$ cat src/rtl/vga_rx_capture.sv
// VGA receive front end: recovers pixel coordinates, measures line/frame timing and locks onto a stable format.
// Optional RX_FRAME_CHECKSUM_EN adds a 16-bit per-frame pixel checksum output (frame_sum).
module vga_rx_capture #(
    parameter int DATA_WIDTH  = 8,
    parameter int CNT_WIDTH   = 10,
    parameter int H_ACTIVE    = 640,
    parameter int V_ACTIVE    = 480,
    parameter int LOCK_FRAMES = 2
) (
    input  logic                  clk,
    input  logic                  rst,
    input  logic                  en,
    input  logic                  Hs,
    input  logic                  Vs,
    input  logic                  D_En,
    input  logic [DATA_WIDTH-1:0] rgb_in,
    output logic                  pix_valid,
    output logic [DATA_WIDTH-1:0] pix_data,
    output logic [CNT_WIDTH-1:0]  pix_x,
    output logic [CNT_WIDTH-1:0]  pix_y,
    output logic                  sof,
    output logic                  eol,
    output logic                  locked,
    output logic                  err_fmt,
    output logic [CNT_WIDTH-1:0]  line_len,
    output logic [CNT_WIDTH-1:0]  frame_lines
`ifdef RX_FRAME_CHECKSUM_EN
    ,
    output logic [15:0]           frame_sum
`endif
);

    typedef enum logic [1:0] {SEARCH, MEASURE, LOCKED} state_t;

    localparam logic [CNT_WIDTH-1:0] H_ACT  = CNT_WIDTH'(H_ACTIVE);
    localparam logic [CNT_WIDTH-1:0] V_ACT  = CNT_WIDTH'(V_ACTIVE);
    localparam logic [2:0]           LOCK_N = 3'(LOCK_FRAMES);

    state_t state_reg, state_next;
    logic [2:0] good_cnt_reg, good_next;
    logic       err_next;

    logic hs_s1_reg, vs_s1_reg, de_s1_reg;
    logic hs_s2_reg, vs_s2_reg, de_s2_reg;
    logic [DATA_WIDTH-1:0] rgb_s1_reg;
    logic en_d_reg;

    logic [CNT_WIDTH-1:0] h_len_reg, line_cnt_reg, x_reg, y_reg;
    logic                 line_bad_reg;

    logic hs_fall, vs_fall, de_fall, frame_ok, line_err, capture;

    assign hs_fall  = hs_s2_reg & ~hs_s1_reg;
    assign vs_fall  = vs_s2_reg & ~vs_s1_reg;
    assign de_fall  = de_s2_reg & ~de_s1_reg;
    assign frame_ok = ~line_bad_reg && (y_reg == V_ACT);
    // y_reg >= V_ACT here means this D_En fall ends a line beyond the active height
    assign line_err = de_fall && ((x_reg != H_ACT) || (y_reg >= V_ACT));
    assign capture  = en && en_d_reg && (state_reg == LOCKED) && de_s1_reg
                      && (x_reg < H_ACT) && (y_reg < V_ACT);

    always_ff @(posedge clk) begin
        if (rst) begin
            state_reg    <= SEARCH;
            good_cnt_reg <= '0;
        end else begin
            state_reg    <= state_next;
            good_cnt_reg <= good_next;
        end
    end

    always_comb begin
        state_next = state_reg;
        good_next  = good_cnt_reg;
        err_next   = 1'b0;
        if (en) begin
            if (!en_d_reg) begin
                // leaving a paused period: timing may have drifted, start over
                state_next = SEARCH;
                good_next  = '0;
            end else begin
                case (state_reg)
                    SEARCH: begin
                        if (vs_fall) begin
                            state_next = MEASURE;
                            good_next  = '0;
                        end
                    end
                    MEASURE: begin
                        if (vs_fall) begin
                            if (frame_ok) begin
                                good_next = good_cnt_reg + 3'd1;
                                if (good_cnt_reg + 3'd1 >= LOCK_N) state_next = LOCKED;
                            end else begin
                                good_next = '0;
                            end
                        end
                    end
                    LOCKED: begin
                        if (line_err || (vs_fall && !frame_ok)) begin
                            err_next   = 1'b1;
                            state_next = MEASURE;
                            good_next  = '0;
                        end
                    end
                    default: begin
                        state_next = SEARCH;
                        good_next  = '0;
                    end
                endcase
            end
        end
    end

    always_ff @(posedge clk) begin
        if (rst) begin
            hs_s1_reg    <= 1'b1;
            vs_s1_reg    <= 1'b1;
            de_s1_reg    <= 1'b0;
            hs_s2_reg    <= 1'b1;
            vs_s2_reg    <= 1'b1;
            de_s2_reg    <= 1'b0;
            rgb_s1_reg   <= '0;
            en_d_reg     <= 1'b0;
            h_len_reg    <= '0;
            line_cnt_reg <= '0;
            x_reg        <= '0;
            y_reg        <= '0;
            line_bad_reg <= 1'b0;
            pix_valid    <= 1'b0;
            pix_data     <= '0;
            pix_x        <= '0;
            pix_y        <= '0;
            sof          <= 1'b0;
            eol          <= 1'b0;
            locked       <= 1'b0;
            err_fmt      <= 1'b0;
            line_len     <= '0;
            frame_lines  <= '0;
        end else begin
            hs_s1_reg  <= Hs;
            vs_s1_reg  <= Vs;
            de_s1_reg  <= D_En;
            rgb_s1_reg <= rgb_in;
            hs_s2_reg  <= hs_s1_reg;
            vs_s2_reg  <= vs_s1_reg;
            de_s2_reg  <= de_s1_reg;
            en_d_reg   <= en;
            locked     <= (state_reg == LOCKED);
            err_fmt    <= err_next;
            pix_valid  <= 1'b0;
            sof        <= 1'b0;
            eol        <= 1'b0;
            if (en) begin
                sof <= vs_fall;
                eol <= de_fall;
                if (hs_fall) begin
                    line_len  <= h_len_reg;
                    h_len_reg <= CNT_WIDTH'(1);
                end else if (h_len_reg != '1) begin
                    h_len_reg <= h_len_reg + 1'b1;
                end
                if (vs_fall) begin
                    frame_lines  <= line_cnt_reg;
                    line_cnt_reg <= hs_fall ? CNT_WIDTH'(1) : '0;
                end else if (hs_fall && line_cnt_reg != '1) begin
                    line_cnt_reg <= line_cnt_reg + 1'b1;
                end
                if (hs_fall)                        x_reg <= '0;
                else if (de_s1_reg && x_reg != '1)  x_reg <= x_reg + 1'b1;
                if (vs_fall)                        y_reg <= '0;
                else if (de_fall && y_reg != '1)    y_reg <= y_reg + 1'b1;
                if (vs_fall)                        line_bad_reg <= 1'b0;
                else if (de_fall && x_reg != H_ACT) line_bad_reg <= 1'b1;
                if (capture) begin
                    pix_valid <= 1'b1;
                    pix_data  <= rgb_s1_reg;
                    pix_x     <= x_reg;
                    pix_y     <= y_reg;
                end
            end
        end
    end

`ifdef RX_FRAME_CHECKSUM_EN
    logic [15:0] sum_acc_reg;

    always_ff @(posedge clk) begin
        if (rst) begin
            sum_acc_reg <= '0;
            frame_sum   <= '0;
        end else if (sof) begin
            frame_sum   <= sum_acc_reg;
            sum_acc_reg <= pix_valid ? 16'(pix_data) : 16'd0;
        end else if (pix_valid) begin
            sum_acc_reg <= sum_acc_reg + 16'(pix_data);
        end
    end
`endif

endmodule

$ cat config.mk
export PLATFORM = sky130hd
export DESIGN_NAME = vga_rx_capture
export DESIGN_NICKNAME = d
export VERILOG_FILES = /design/src/rtl/vga_rx_capture.sv
export SDC_FILE = /design/constraint.sdc
export NUM_CORES = 1
export LEC_CHECK = 0
export BUFFER_PORTS_ARGS = -buffer_cell sky130_fd_sc_hd__buf_4
export CORE_ASPECT_RATIO = 0.75
export CORE_MARGIN = 4
export CORE_UTILIZATION = 61
export CTS_CLUSTER_SIZE = 16
export DETAILED_ROUTE_END_ITERATION = 16
export GPL_TIMING_DRIVEN = 1
export MAX_ROUTING_LAYER = met4
export PLACE_DENSITY_LB_ADDON = 0.12
export SYNTH_ARGS = -nofsm -noshare
export SYNTH_HDL_FRONTEND = slang
export SYNTH_SLANG_ARGS = --single-unit
$ cat constraint.sdc
create_clock -name clk -period 2.8 [get_ports clk]
set_input_delay 0.14 -clock clk [delete_from_list [all_inputs] [get_ports clk]]
set_output_delay 0.14 -clock clk [all_outputs]
set_load 0.02 [all_outputs]
==> flow_summary.json <==
{
  "leakagePower_nw": 2.27,
  "cts_buffers": 17,
  "drcViolationCount": 0,
  "dpl_worst_slack_ns": 0.809,
  "viasPerCell": 5.74,
  "place.port_buffers": 66,
  "tightest_slew_ns": 0.826,
  "dp.final_hpwl_mm": 7.50,
  "cp_num_buf_inv": 1,
  "fin_hold_ws_ns": 0.161,
  "setup_viol": 0,
  "hold_start": "rst",
  "slew_viol_final": 0,
  "slowest_stage": "or4_1",
  "syn_nets": 572,
  "fin_tns_setup_ns": 0,
  "critical_path_cell_count": 7,
  "rsz0062_at_grt": "no",
  "cts_tree": "done",
  "htreeDepth": 4,
  "fin_crit_ns": 2.04,
  "cp-end-kind": "flop",
  "initial_core_util_pct": 63.5,
  "ant_nets": 0,
  "drive_gt1_share_pct": 17.9,
  "antenna_cells": 0,
  "status": "complete, no violations",
  "fillers": 495,
  "std_cell_rows": 27,
  "setup.worst_path.class": "flop to flop",
  "whs_path_depth": 2,
  "worstPathRequired_ns": 3.24,
  "post_cts_buffers": 0,
  "io_pins": 67,
  "slew_headroom_pct": 44.9,
  "critPathLaunchType": "flop",
  "dr_total_vias": 4237,
  "timing.fmax_ghz": 0.490,
  "synth_edf_count": 0,
  "cts.sinks": 114,
  "critical-path-max-stage-delay_ns": 0.52,
  "final.setup.worst_slack_ns": 0.761,
  "critPathMaxFanout": 10,
  "synth_flop_cell": "dfxtp_1",
  "arrival_ns": 2.48,
  "seq_area_frac_synth_pct": 48.4,
  "irDropWorstVdd_mv": 0.380,
  "drt-total-wl_mm": 11.8,
  "avgSynthCellArea_um2": 8.58,
  "rrSetupSlack_ns": 0.76,
  "synth_seq_cells": 114,
  "grt.overflow.total": 0,
  "hold_violations": 0,
  "cts_root_buffer": "clkbuf_8",
  "gp_congestion": 0.851,
  "wl_per_cell_um": 16.1,
  "area_growth_pct": 26.9,
  "min_path_type": "input pin to flop",
  "period_share_pct": 72.8,
  "nNetsFinal": 646,
  "die_area_um2": 9220,
  "r2r_cells": 7,
  "r2r_start": "y_reg[0]",
  "cts_resized": 0,
  "synth_area_um2": 4720,
  "grt_pass1_vias": 4018,
  "drtIter0Drc": 307,
  "critPathLaunch": "y_reg[0]",
  "grt_pass1_wl_mm": 20.0,
  "fin_worst_skew_ns": 0.00680,
  "drt_first_pass_iters": 5,
  "insertion_delay_ns": 0.52,
  "crit_family": "simple AND/OR/NAND/NOR gates",
  "crit_chain": "inv_1, ha_1, nor2b_1, a31oi_1, a211oi_4, or4_1, a21oi_1",
  "synthArstFlopShare_pct": 0,
  "cts.path.max_buffers": 2,
  "powerDensity_nw_per_um2": 668,
  "yosys_warnings": 0,
  "ys_types": 52,
  "fp.dieH_um": 84.2,
  "maxCapViolations": 0,
  "grt_use_total_pct": 28.1,
  "antenna_found_initial": 0,
  "die_w_um": 110,
  "fin_util_pct": 80.6,
  "clk_pin_slew_ns": 0.05,
  "core_area_um2": 7430,
  "syn_inst": 550,
  "grt_max_degree": 85
}
## path summary, 6_finish.rpt
kind | to
setup / recovery | good_cnt_reg[2]
hold / removal | h_len_reg[0]
setup reg to reg | good_cnt_reg[2]
hold reg to reg | pix_data[3]
## per-stage QoR
stage / cells / total power [mW] / area [µm²]
final: 738 / 4.00 / 5990
after global routing: 738 / 4.12 / 5990
after CTS: 738 / 4.01 / 5990
after detailed placement: 694 / 1.80 / 5260
after global placement: 694 / 1.79 / 5260
after floorplan: 550 / 1.76 / 4720
## area by class of cell
| type | instances | area (µm²) | area share (%) |
|---|---|---|---|
| clock buffers | 22 | 453 | 7.57 |
| clock inverters | 10 | 156 | 2.61 |
| inverters | 9 | 33.8 | 0.564 |
| multi-input cells | 397 | 2270 | 37.9 |
| flip-flops and latches | 114 | 2280 | 38.1 |
| well taps | 101 | 126 | 2.11 |
| repair buffers | 85 | 668 | 11.2 |
## layer usage
layer	wire (µm)	vias up	GRT usage (%)	share of wire [%]
li1	-	2045	-	-
met1	5150	1988	36.0	43
met2	5740	178	43.9	48
met3	759	26	6.53	6.4
met4	195	0	8.95	1.6
met5	0	-	-	0
## timing repair
item | 4_1_cts | 5_1_grt
hold endpoints to repair | 12 | 0
hold buffers | 12 | 0
setup endpoints to repair | 0 | 0
## placed cells by master, fill, tap and decap left out, types with 11 or more instances in the layout
cell           count
dlygate4sd3_1     12
nand3_1           17
buf_4             73
nand2_1          112
nor2b_1           16
o21ai_0           11
nor2_1            43
dfxtp_1          114
clkbuf_16         16
a21oi_1           64
xor2_1            17
## cell families (layout without fill, tap and decap cells)
family	count (synthesis)	in the layout	synth area share (%)
AOI/OAI and AO/OA	113	113	15.2
DFF	114	114	48.4
adders and majority gates	8	8	2.12
muxes	1	1	0.212
xor gates and xnor gates	26	26	4.83
and+or+nand+nor	249	249	25.7
buffers and inverters	39	126	3.61
## Yosys cell counts (7+ instances only)
library cell / number / area (µm²)
buf_2: 7 / 35.0
o211ai_1: 7 / 52.6
xor2_1: 17 / 149
ha_1: 8 / 100
xnor2_1: 9 / 78.8
o21ai_0: 11 / 55.1
nand3_1: 17 / 85.1
nand2_1: 112 / 420
nor2_1: 43 / 161
nand2b_1: 7 / 43.8
dfxtp_1: 114 / 2280
nand4_1: 9 / 56.3
clkbuf_1: 19 / 71.3
a21oi_1: 64 / 320
inv_1: 9 / 33.8
nor2b_1: 16 / 100
and4_1: 7 / 61.3
## power breakdown
group,switching [mW],total (mW),internal (mW),leakage [nW]
logic,0.0787,0.127,0.0486,1.05
clock network,0.734,2.22,1.49,0.299
registers,0.0135,1.65,1.64,0.923
total,0.826,4.00,3.18,2.27
Note: power is estimated with default switching activity, not from simulation.
